--- config.mk ---
export PLATFORM = sky130hd
export DESIGN_NAME = mmu_split_ctrl
export DESIGN_NICKNAME = d
export VERILOG_FILES = /design/src/rtl/mmu_split_ctrl.sv
export SDC_FILE = /design/constraint.sdc
export NUM_CORES = 1
export LEC_CHECK = 0
export CAP_MARGIN = 0
export CORE_AREA = 5 5 66 68
export CTS_CLUSTER_DIAMETER = 60
export DETAILED_ROUTE_END_ITERATION = 10
export DIE_AREA = 0 0 71 73
export PLACE_DENSITY = 0.78
export SLEW_MARGIN = 10
export SYNTH_ARGS = -nofsm -noshare
export SYNTH_HDL_FRONTEND = slang
export SYNTH_SLANG_ARGS = --single-unit
--- constraint.sdc ---
create_clock -name clk -period 4.5 [get_ports clk]
set_input_delay 0.45 -clock clk [delete_from_list [all_inputs] [get_ports clk]]
set_output_delay 0.45 -clock clk [all_outputs]
set_load 0.01 [all_outputs]
--- src/rtl/mmu_split_ctrl.sv ---
// Two-way split dispatch controller.
// One request is latched, then offered to two downstream branches at once.
// Each branch is accepted independently. The transaction completes once both
// branches have returned a completion pulse.
// Optional watchdog: define MMU_SPLIT_TIMEOUT_EN to build it in.
// All outputs come from registers only; there is no input-to-output path.
module mmu_split_ctrl #(
    parameter int unsigned DATA_W         = 32,
    parameter int unsigned TIMEOUT_CYCLES = 256
) (
    input  logic              clk,
    input  logic              rst,
    input  logic              i_req_valid,
    output logic              o_req_ready,
    input  logic [DATA_W-1:0] i_req_data,
    output logic              o_driveNext0,
    output logic              o_driveNext1,
    input  logic              i_ackNext0,
    input  logic              i_ackNext1,
    output logic [DATA_W-1:0] o_data,
    input  logic              i_freeNext0,
    input  logic              i_freeNext1,
    output logic              o_complete,
    output logic              o_busy,
    output logic              o_timeout
);

    typedef enum logic [1:0] {StIdle, StDispatch, StWait, StComplete} state_e;

    state_e            state_q, state_d;
    logic [1:0]        acc_q, acc_d;
    logic [1:0]        done_q, done_d;
    logic [DATA_W-1:0] data_q, data_d;
    logic [1:0]        drive;
    logic [1:0]        acc_nxt;
    logic [1:0]        done_nxt;
    logic              expire;

    // A branch is offered only while it is still unaccepted in DISPATCH.
    assign drive    = (state_q == StDispatch) ? ~acc_q : 2'b00;
    assign acc_nxt  = acc_q | (drive & {i_ackNext1, i_ackNext0});
    // A free pulse counts only for a branch that is accepted by now.
    assign done_nxt = done_q | ({i_freeNext1, i_freeNext0} & acc_nxt);

`ifdef MMU_SPLIT_TIMEOUT_EN
    localparam logic [15:0] TmoLast = 16'(TIMEOUT_CYCLES - 1);

    logic [15:0] cnt_q, cnt_d;
    logic        tmo_q, tmo_d;

    assign expire = ((state_q == StDispatch) || (state_q == StWait)) && (cnt_q == TmoLast);

    // Watchdog counter: clears on entry to DISPATCH, runs while a transaction is in flight.
    always_comb begin
        cnt_d = cnt_q;
        tmo_d = tmo_q;
        if (state_q == StIdle) begin
            if (i_req_valid) cnt_d = '0;
        end else if ((state_q == StDispatch) || (state_q == StWait)) begin
            cnt_d = cnt_q + 16'd1;
            // Completion in the same cycle wins over expiry.
            if (expire && (done_nxt != 2'b11)) tmo_d = 1'b1;
        end
    end

    // Watchdog registers; the timeout flag is sticky until reset.
    always_ff @(posedge clk) begin
        if (rst) begin
            cnt_q <= '0;
            tmo_q <= 1'b0;
        end else begin
            cnt_q <= cnt_d;
            tmo_q <= tmo_d;
        end
    end

    assign o_timeout = tmo_q;
`else
    assign expire    = 1'b0;
    assign o_timeout = 1'b0;
`endif

    // Next-state logic for the transaction FSM and its per-branch bookkeeping.
    always_comb begin
        state_d = state_q;
        acc_d   = acc_q;
        done_d  = done_q;
        data_d  = data_q;
        unique case (state_q)
            StIdle: begin
                if (i_req_valid) begin
                    data_d  = i_req_data;
                    acc_d   = 2'b00;
                    done_d  = 2'b00;
                    state_d = StDispatch;
                end
            end
            StDispatch, StWait: begin
                acc_d  = acc_nxt;
                done_d = done_nxt;
                if (done_nxt == 2'b11) begin
                    state_d = StComplete;
                end else if (expire) begin
                    acc_d   = 2'b00;
                    done_d  = 2'b00;
                    state_d = StIdle;
                end else if (acc_nxt == 2'b11) begin
                    state_d = StWait;
                end
            end
            StComplete: begin
                state_d = StIdle;
            end
            default: begin
                state_d = StIdle;
            end
        endcase
    end

    // State and payload registers.
    always_ff @(posedge clk) begin
        if (rst) begin
            state_q <= StIdle;
            acc_q   <= 2'b00;
            done_q  <= 2'b00;
            data_q  <= '0;
        end else begin
            state_q <= state_d;
            acc_q   <= acc_d;
            done_q  <= done_d;
            data_q  <= data_d;
        end
    end

    assign o_req_ready  = (state_q == StIdle);
    assign o_driveNext0 = drive[0];
    assign o_driveNext1 = drive[1];
    assign o_complete   = (state_q == StComplete);
    assign o_busy       = (state_q != StIdle);
    assign o_data       = data_q;

endmodule

==> results of run 1 <==
[final timing paths]
check,endpoint,cells after the start,startpoint
hold reg to reg,o_data[3],2,o_data[3]
setup / recovery,o_driveNext1,4,state_q[1]
setup reg to reg,o_data[15],5,state_q[1]
hold / removal,o_data[3],2,o_data[3]
[metrics by stage]
step / instances / util [%] / instance area [um^2] / hold WS (ns)
after floorplan: 182 / - / 1470 / 0.478
after global placement: 296 / 58.8 / 2230 / 0.441
after detailed placement: 296 / 58.8 / 2230 / 0.446
after CTS: 304 / 62.4 / 2370 / 0.457
after global routing: 304 / 62.4 / 2370 / 0.472
final: 304 / 62.4 / 2370 / 0.454
[layout make-up]
class / instances / area (um^2) / share of cell area, %
sequential: 38 / 761 / 32.1
timing repair buffer: 76 / 758 / 32.0
multi-input combinational: 129 / 639 / 27.0
clock buffer: 5 / 68.8 / 2.90
clock inverter: 3 / 68.8 / 2.90
tap: 50 / 62.6 / 2.64
inverter: 3 / 11.3 / 0.475
[cells in the final DEF (no fill, tap or decap), drive strengths merged, types with 2 or more instances in the layout]
master / count
clkdlybuf4s50: 75
nand2: 65
dfxtp: 38
a21oi: 37
clkbuf: 5
nor2b: 4
a21o: 4
inv: 3
nor3: 3
nor2: 3
ha: 3
a32oi: 2
bufinv: 2
[sequential cells by signal (all words and copies together) (netlist names)]
| name | count |
|---|---|
| acc_q | 2 |
| done_q | 2 |
| o_data | 32 |
| state_q | 2 |
[tightest hold or removal path: stages, from the launching register on]
cell and delay, ns:
dfxtp_1 0.31, nand2_1 0.05, a21oi_1 0.05
[cells by family (layout without fill, tap and decap cells)]
| group | Yosys count | count (layout) | synth area share (%) |
|---|---|---|---|
| AND/OR/NAND/NOR | 77 | 77 | 21.4 |
| AO/OA/AOI/OAI | 48 | 48 | 19.4 |
| flip-flops | 38 | 38 | 51.9 |
| buffers and inverters | 15 | 87 | 4.52 |
| adder cells (fa/ha/maj) | 3 | 3 | 2.56 |
| other | 1 | 1 | 0.256 |
[per-layer routing]
layer,vias up,global-route usage (%)
li1,742,-
met1,664,16.4
met2,43,24.3
met3,4,3.86
met4,0,5.64
met5,-,0
[power by group through the flow]
stage	Sequential (mW)	Combinational (mW)	Clock, mW
after floorplan	0.387	0.0751	0
after global placement	0.378	0.178	0
after detailed placement	0.378	0.181	0
after CTS	0.370	0.181	0.352
after global routing	0.373	0.197	0.367
final	0.370	0.178	0.343
==> out/metrics.yaml, run 1 <==
power_and_ir_drop:
  powerDensity_mw_per_mm2: 376
  peakVddDrop_mv: 0.209
  internal_power_mw: 0.679
  combPwrFrac_pct: 20.0
  pwr-share-seq_pct: 41.5
  power_switching_mw: 0.212
  switching_share_pct: 23.8
  pwr-share-clk_pct: 38.4
  p_leak_nw: 0.907
  power_mw: 0.891
logic_synthesis:
  yosysTopAreaCellShare_pct: 51.9
  synth_cells: 182
  yosys-top-cells-area: "dfxtp_1 52%, nand2_1 17%, a21oi_1 13%"
  synth.avg_cell_area_um2: 8.06
  netlist_area_mm2: 0.00147
  synth_enable_flop_cells: 0
  synth_most_common_cell: "nand2_1"
  yosys-top-cells-count: "65 x nand2_1, 38 x dfxtp_1, 37 x a21oi_1, 6 x clkbuf_1, 5 x buf_2"
  syn_nets: 224
  synthArstFlopShare_pct: 0
  ys_ff_latch: 38
  synth-main-ff-cell: "dfxtp_1"
  ys_warn_count: 0
  yosysSeqAreaShare_pct: 51.9
  yosysTopAreaCell: "dfxtp_1"
  ys_types: 23
clocking:
  numCtsBuffers: 5
  cts_buffer_depth: 2
  cts_tree: "done"
  cts_setup_buffers: 0
  clk_latency_ns: 0.28
  cts_resized: 0
  cts_root_buf: "clkbuf_8"
  hold_buffers: 0
  cts.htree.levels: 2
  clock_sinks: 38
  clk_pin_slew_worst_paths_ns: 0.07
routing:
  met3_length_um: 264
  routedWlPerCell_um: 12.0
  drc: 0
  num_vias: 1453
  drt-met1-wl_um: 1520
  highest_layer: "met4"
  first_pass_iters: 4
  detail_route.vias_per_cell: 4.78
  routed_wl_um: 3640
  ant_nets: 0
  drt-initial-drc-count: 100
  met2_length_um: 1810
die:
  std_cell_rows: 23
  initial_core_util_pct: 38.6
  die_w_um: 71
  fp.dieH_um: 73
  ios: 77
  die-area_mm2: 0.00518
  core_mm2: 0.00380
sta:
  tns_ns: 0
  fin_crit_sh_pct: 47.3
  max_slew.worst_pin.slew_ns: 1.12
  slew-limit-headroom_pct: 25.2
  fmax_mhz: 470
  rsz0062_at_grt: "no"
  setup_viol: 0
  period_minus_slack_ns: 2.13
  slew_viol_final: 0
  final.setup.worst_slack_ns: 2.37
  clock_skew_ns: 0.00645
  hold_viol: 0
worst_setup_path:
  slowest_stage: "clkdlybuf4s50_1"
  crit_path_start_kind: "register"
  critPathMaxStageDelay_ns: 0.55
  path_class: "register to primary output"
  worstSetupEndpointType: "primary output"
  critPathBufInv: 2
  worst_ep_arrival_time_ns: 1.68
  r2r_slack_ns: 2.55
  crit_chain: "inv_1, ha_1, nor2b_1, clkdlybuf4s50_1"
  cp.required_ns: 4.05
  cp_max_fo: 6
  critPathTopFamily: "buffers and inverters"
global_route:
  grt_pass1_wl_um: 5820
  grt.total_usage_pct: 14.0
  grt_pass1_vias: 1321
  grt.overflow.total: 0
  grt_max_degree: 39
  antenna_found_initial: 0
run_status:
  outcome: "finished clean"
placed_design:
  pre_cts_ws_ns: 2.23
  io_buffers: 75
  dp.final_hpwl_um: 2600
  place_congestion: 0.765
worst_hold_path:
  hold_path.class: "register to register"
final_layout:
  nets: 295
  diodes: 0
  fillers: 357
  drive_gt1_share_pct: 5.91
  area_growth_syn_to_layout_pct: 61.6
run:
  max_cap_viol_count: 0
Note: power is estimated with default switching activity, not from simulation.
==> inputs of run 2 (changes only) <==
--- a/config.mk
+++ b/config.mk
@@ -6,11 +6,11 @@
 export NUM_CORES = 1
 export LEC_CHECK = 0
 export CAP_MARGIN = 0
-export CORE_AREA = 5 5 66 68
+export CORE_AREA = 5 5 71 73
 export CTS_CLUSTER_DIAMETER = 60
 export DETAILED_ROUTE_END_ITERATION = 10
-export DIE_AREA = 0 0 71 73
-export PLACE_DENSITY = 0.78
+export DIE_AREA = 0 0 76 78
+export PLACE_DENSITY = 0.71
 export SLEW_MARGIN = 10
 export SYNTH_ARGS = -nofsm -noshare
 export SYNTH_HDL_FRONTEND = slang
==> constraint.sdc (replaced) <==
create_clock -name clk -period 1.75 [get_ports clk]
set_input_delay 0.175 -clock clk [delete_from_list [all_inputs] [get_ports clk]]
set_output_delay 0.175 -clock clk [all_outputs]
set_load 0.01 [all_outputs]
==> run 2 against run 1 <==
Net effect:
- via count down 1.6%
- count of clock-buffer cells in the layout rose by 2
- die area grew 14%
- largest power group unchanged
- highest routed layer unchanged
==> out/metrics.yaml, run 2 (synthesis results as in run 1) <==
die:
  initial_core_util_pct: 34.1  # -4.5 points
  die-area_mm2: 0.00593  # +14%
  fp.dieH_um: 78  # +6.8%
  core_mm2: 0.00429  # +13%
  ios: 77  # unchanged
  std_cell_rows: 24  # +4.3%
  die_w_um: 76  # +7.0%
worst_setup_path:
  r2r_slack_ns: 0.28  # -2.27 ns
  worst_ep_arrival_time_ns: 1.50  # -0.18 ns
  cp.required_ns: 1.57  # -2.48 ns
  path_class: "register to primary output"
  cp_max_fo: 6  # unchanged
  r2r_end: "state_q[1]"
  crit_path_start_kind: "register"
  r2r_cells: 6  # +1
  worstSetupEndpointType: "primary output"
  cp-startpoint: "state_q[0]"
  crit_path_end: "o_req_ready"
  rr_startpoint: "state_q[1]"
routing:
  drt-initial-drc-count: 42  # -58%
  met3_length_um: 283  # +7.2%
  drt-met1-wl_um: 1710  # +12%
  first_pass_iters: 4  # unchanged
  met2_length_um: 1910  # +5.0%
  num_vias: 1430  # -1.6%
  drc: 0  # unchanged
  routedWlPerCell_um: 12.7  # +6.3%
  routed_wl_um: 3960  # +8.7%
  detail_route.vias_per_cell: 4.60  # -3.8%
  ant_nets: 0  # unchanged
  highest_layer: "met4"
sta:
  fmax_mhz: 598
  final.setup.worst_slack_ns: 0.0787  # -2.29 ns
  slew_viol_final: 0  # unchanged
  clock_skew_ns: 0.00510  # -0.00135 ns
  setup_viol: 0  # unchanged
  hold-worst-slack_ns: 0.435  # -0.0197 ns
  hold_viol: 0  # unchanged
  fin_crit_sh_pct: 95.5
  period_minus_slack_ns: 1.67
  rsz0062_at_grt: "no"
  tns_ns: 0  # unchanged
placed_design:
  place_congestion: 0.815  # +6.6%
  io_buffers: 75  # unchanged
  postPlaceCellArea_mm2: 0.00227  # +1.8%
  dp.final_hpwl_um: 2920  # +12%
  pre_cts_ws_ns: 0.160  # -2.07 ns
  dp_cells: 303  # +2.4%
final_layout:
  drive_gt1_share_pct: 8.88  # +3.0 points
  design_area_mm2: 0.00240  # +1.4%
  fin_cells: 311  # +2.3%
  fillers: 447  # +25%
  nets: 300  # +1.7%
  area_growth_syn_to_layout_pct: 63.8
  diodes: 0  # unchanged
  final_common_cell: "clkdlybuf4s50_1"
  final_util_pct: 55.9  # -6.4 points
  largest_reg_flops: 32  # unchanged
  layout_common_cells: "72 x clkdlybuf4s50_1, 65 x nand2_1, 37 x a21oi_1"
clocking:
  numCtsBuffers: 5  # unchanged
  clk_latency_ns: 0.28  # about the same
  clock_sinks: 38  # unchanged
  cts_buffer_depth: 2  # unchanged
  cts_tree: "done"
  cts.htree.levels: 2  # unchanged
  clk_pin_slew_worst_paths_ns: 0.07  # about the same
  hold_buffers: 0  # unchanged
  cts_root_buf: "clkbuf_8"
global_route:
  grt_pass1_vias: 1523  # +15%
  grt_max_degree: 21  # -46%
  antenna_found_initial: 0  # unchanged
  grt.overflow.total: 0  # unchanged
  grt.total_usage_pct: 13.6  # -0.43 points
  grt_pass1_wl_um: 6710  # +15%
worst_hold_path:
  hold_path.class: "input pin to register"
power_and_ir_drop:
  p_leak_nw: 0.946  # +4.4%
  power_mw: 2.15  # +140%
  powerDensity_mw_per_mm2: 895  # +140%
  peakVddDrop_mv: 0.396  # +90%
run_status:
  outcome: "finished clean"
run:
  max_cap_viol_count: 0  # unchanged
[run 2: changes by cell type in the layout (fill, tap and decap cells not counted), moves of 2 or more]
cell | before | now
buf_4 | 1 | 6
dlymetal6s2s_1 | 0 | 2
dfxtp_1 | 38 | 36
clkbuf_1 | 0 | 2
clkdlybuf4s50_1 | 75 | 72
ha_1 | 3 | 1
[run 2: area by class of cell]
type                            instances  area [um^2]  area share [%]
Timing Repair Buffer                   81          800            33.3
Multi-Input combinational cell        129          654            27.2
Clock buffer                            7         76.3            3.18
Inverter                                3         11.3           0.469
Sequential cell                        38          766            31.9
Tap cell                               52         65.1            2.71
Clock inverter                          1         30.0            1.25
[run 2: critical path, stage by stage, from the launching register on]
cell and delay, ns:
dfxtp_4 0.36, inv_1 0.08, ha_2 0.23, clkdlybuf4s50_1 0.55
[run 2: how the worst min path moves through the flow]
stage	from	end	slack, ns	depth (start not counted)
floorplan	i_req_data[0]	o_data[0]	0.31	2
global placement	o_data[25]	o_data[25]	0.44	2
detailed placement	o_data[29]	o_data[29]	0.45	2
CTS	i_req_data[19]	o_data[19]	0.43	3
global route	i_req_data[10]	o_data[10]	0.42	3
finish	i_req_data[27]	o_data[27]	0.43	3
[run 2: timing repair]
| action | 4_1_cts | 5_1_grt |
|---|---|---|
| resized for setup | 6 | 4 |
| buffers inserted | 0 | 0 |
| endpoints found under the setup margin | 4 | 3 |
[run 2: layer usage]
layer	up-vias	global-route usage, %
met5	-	0
met4	0	4.45
met3	6	4.98
met2	49	24.1
met1	629	14.9
li1	746	-
[run 2: where the power goes]
| group | internal, mW | switching, mW |
|---|---|---|
| clock network | 0.426 | 0.290 |
| logic | 0.266 | 0.214 |
| registers | 0.924 | 0.0303 |
| total | 1.62 | 0.534 |
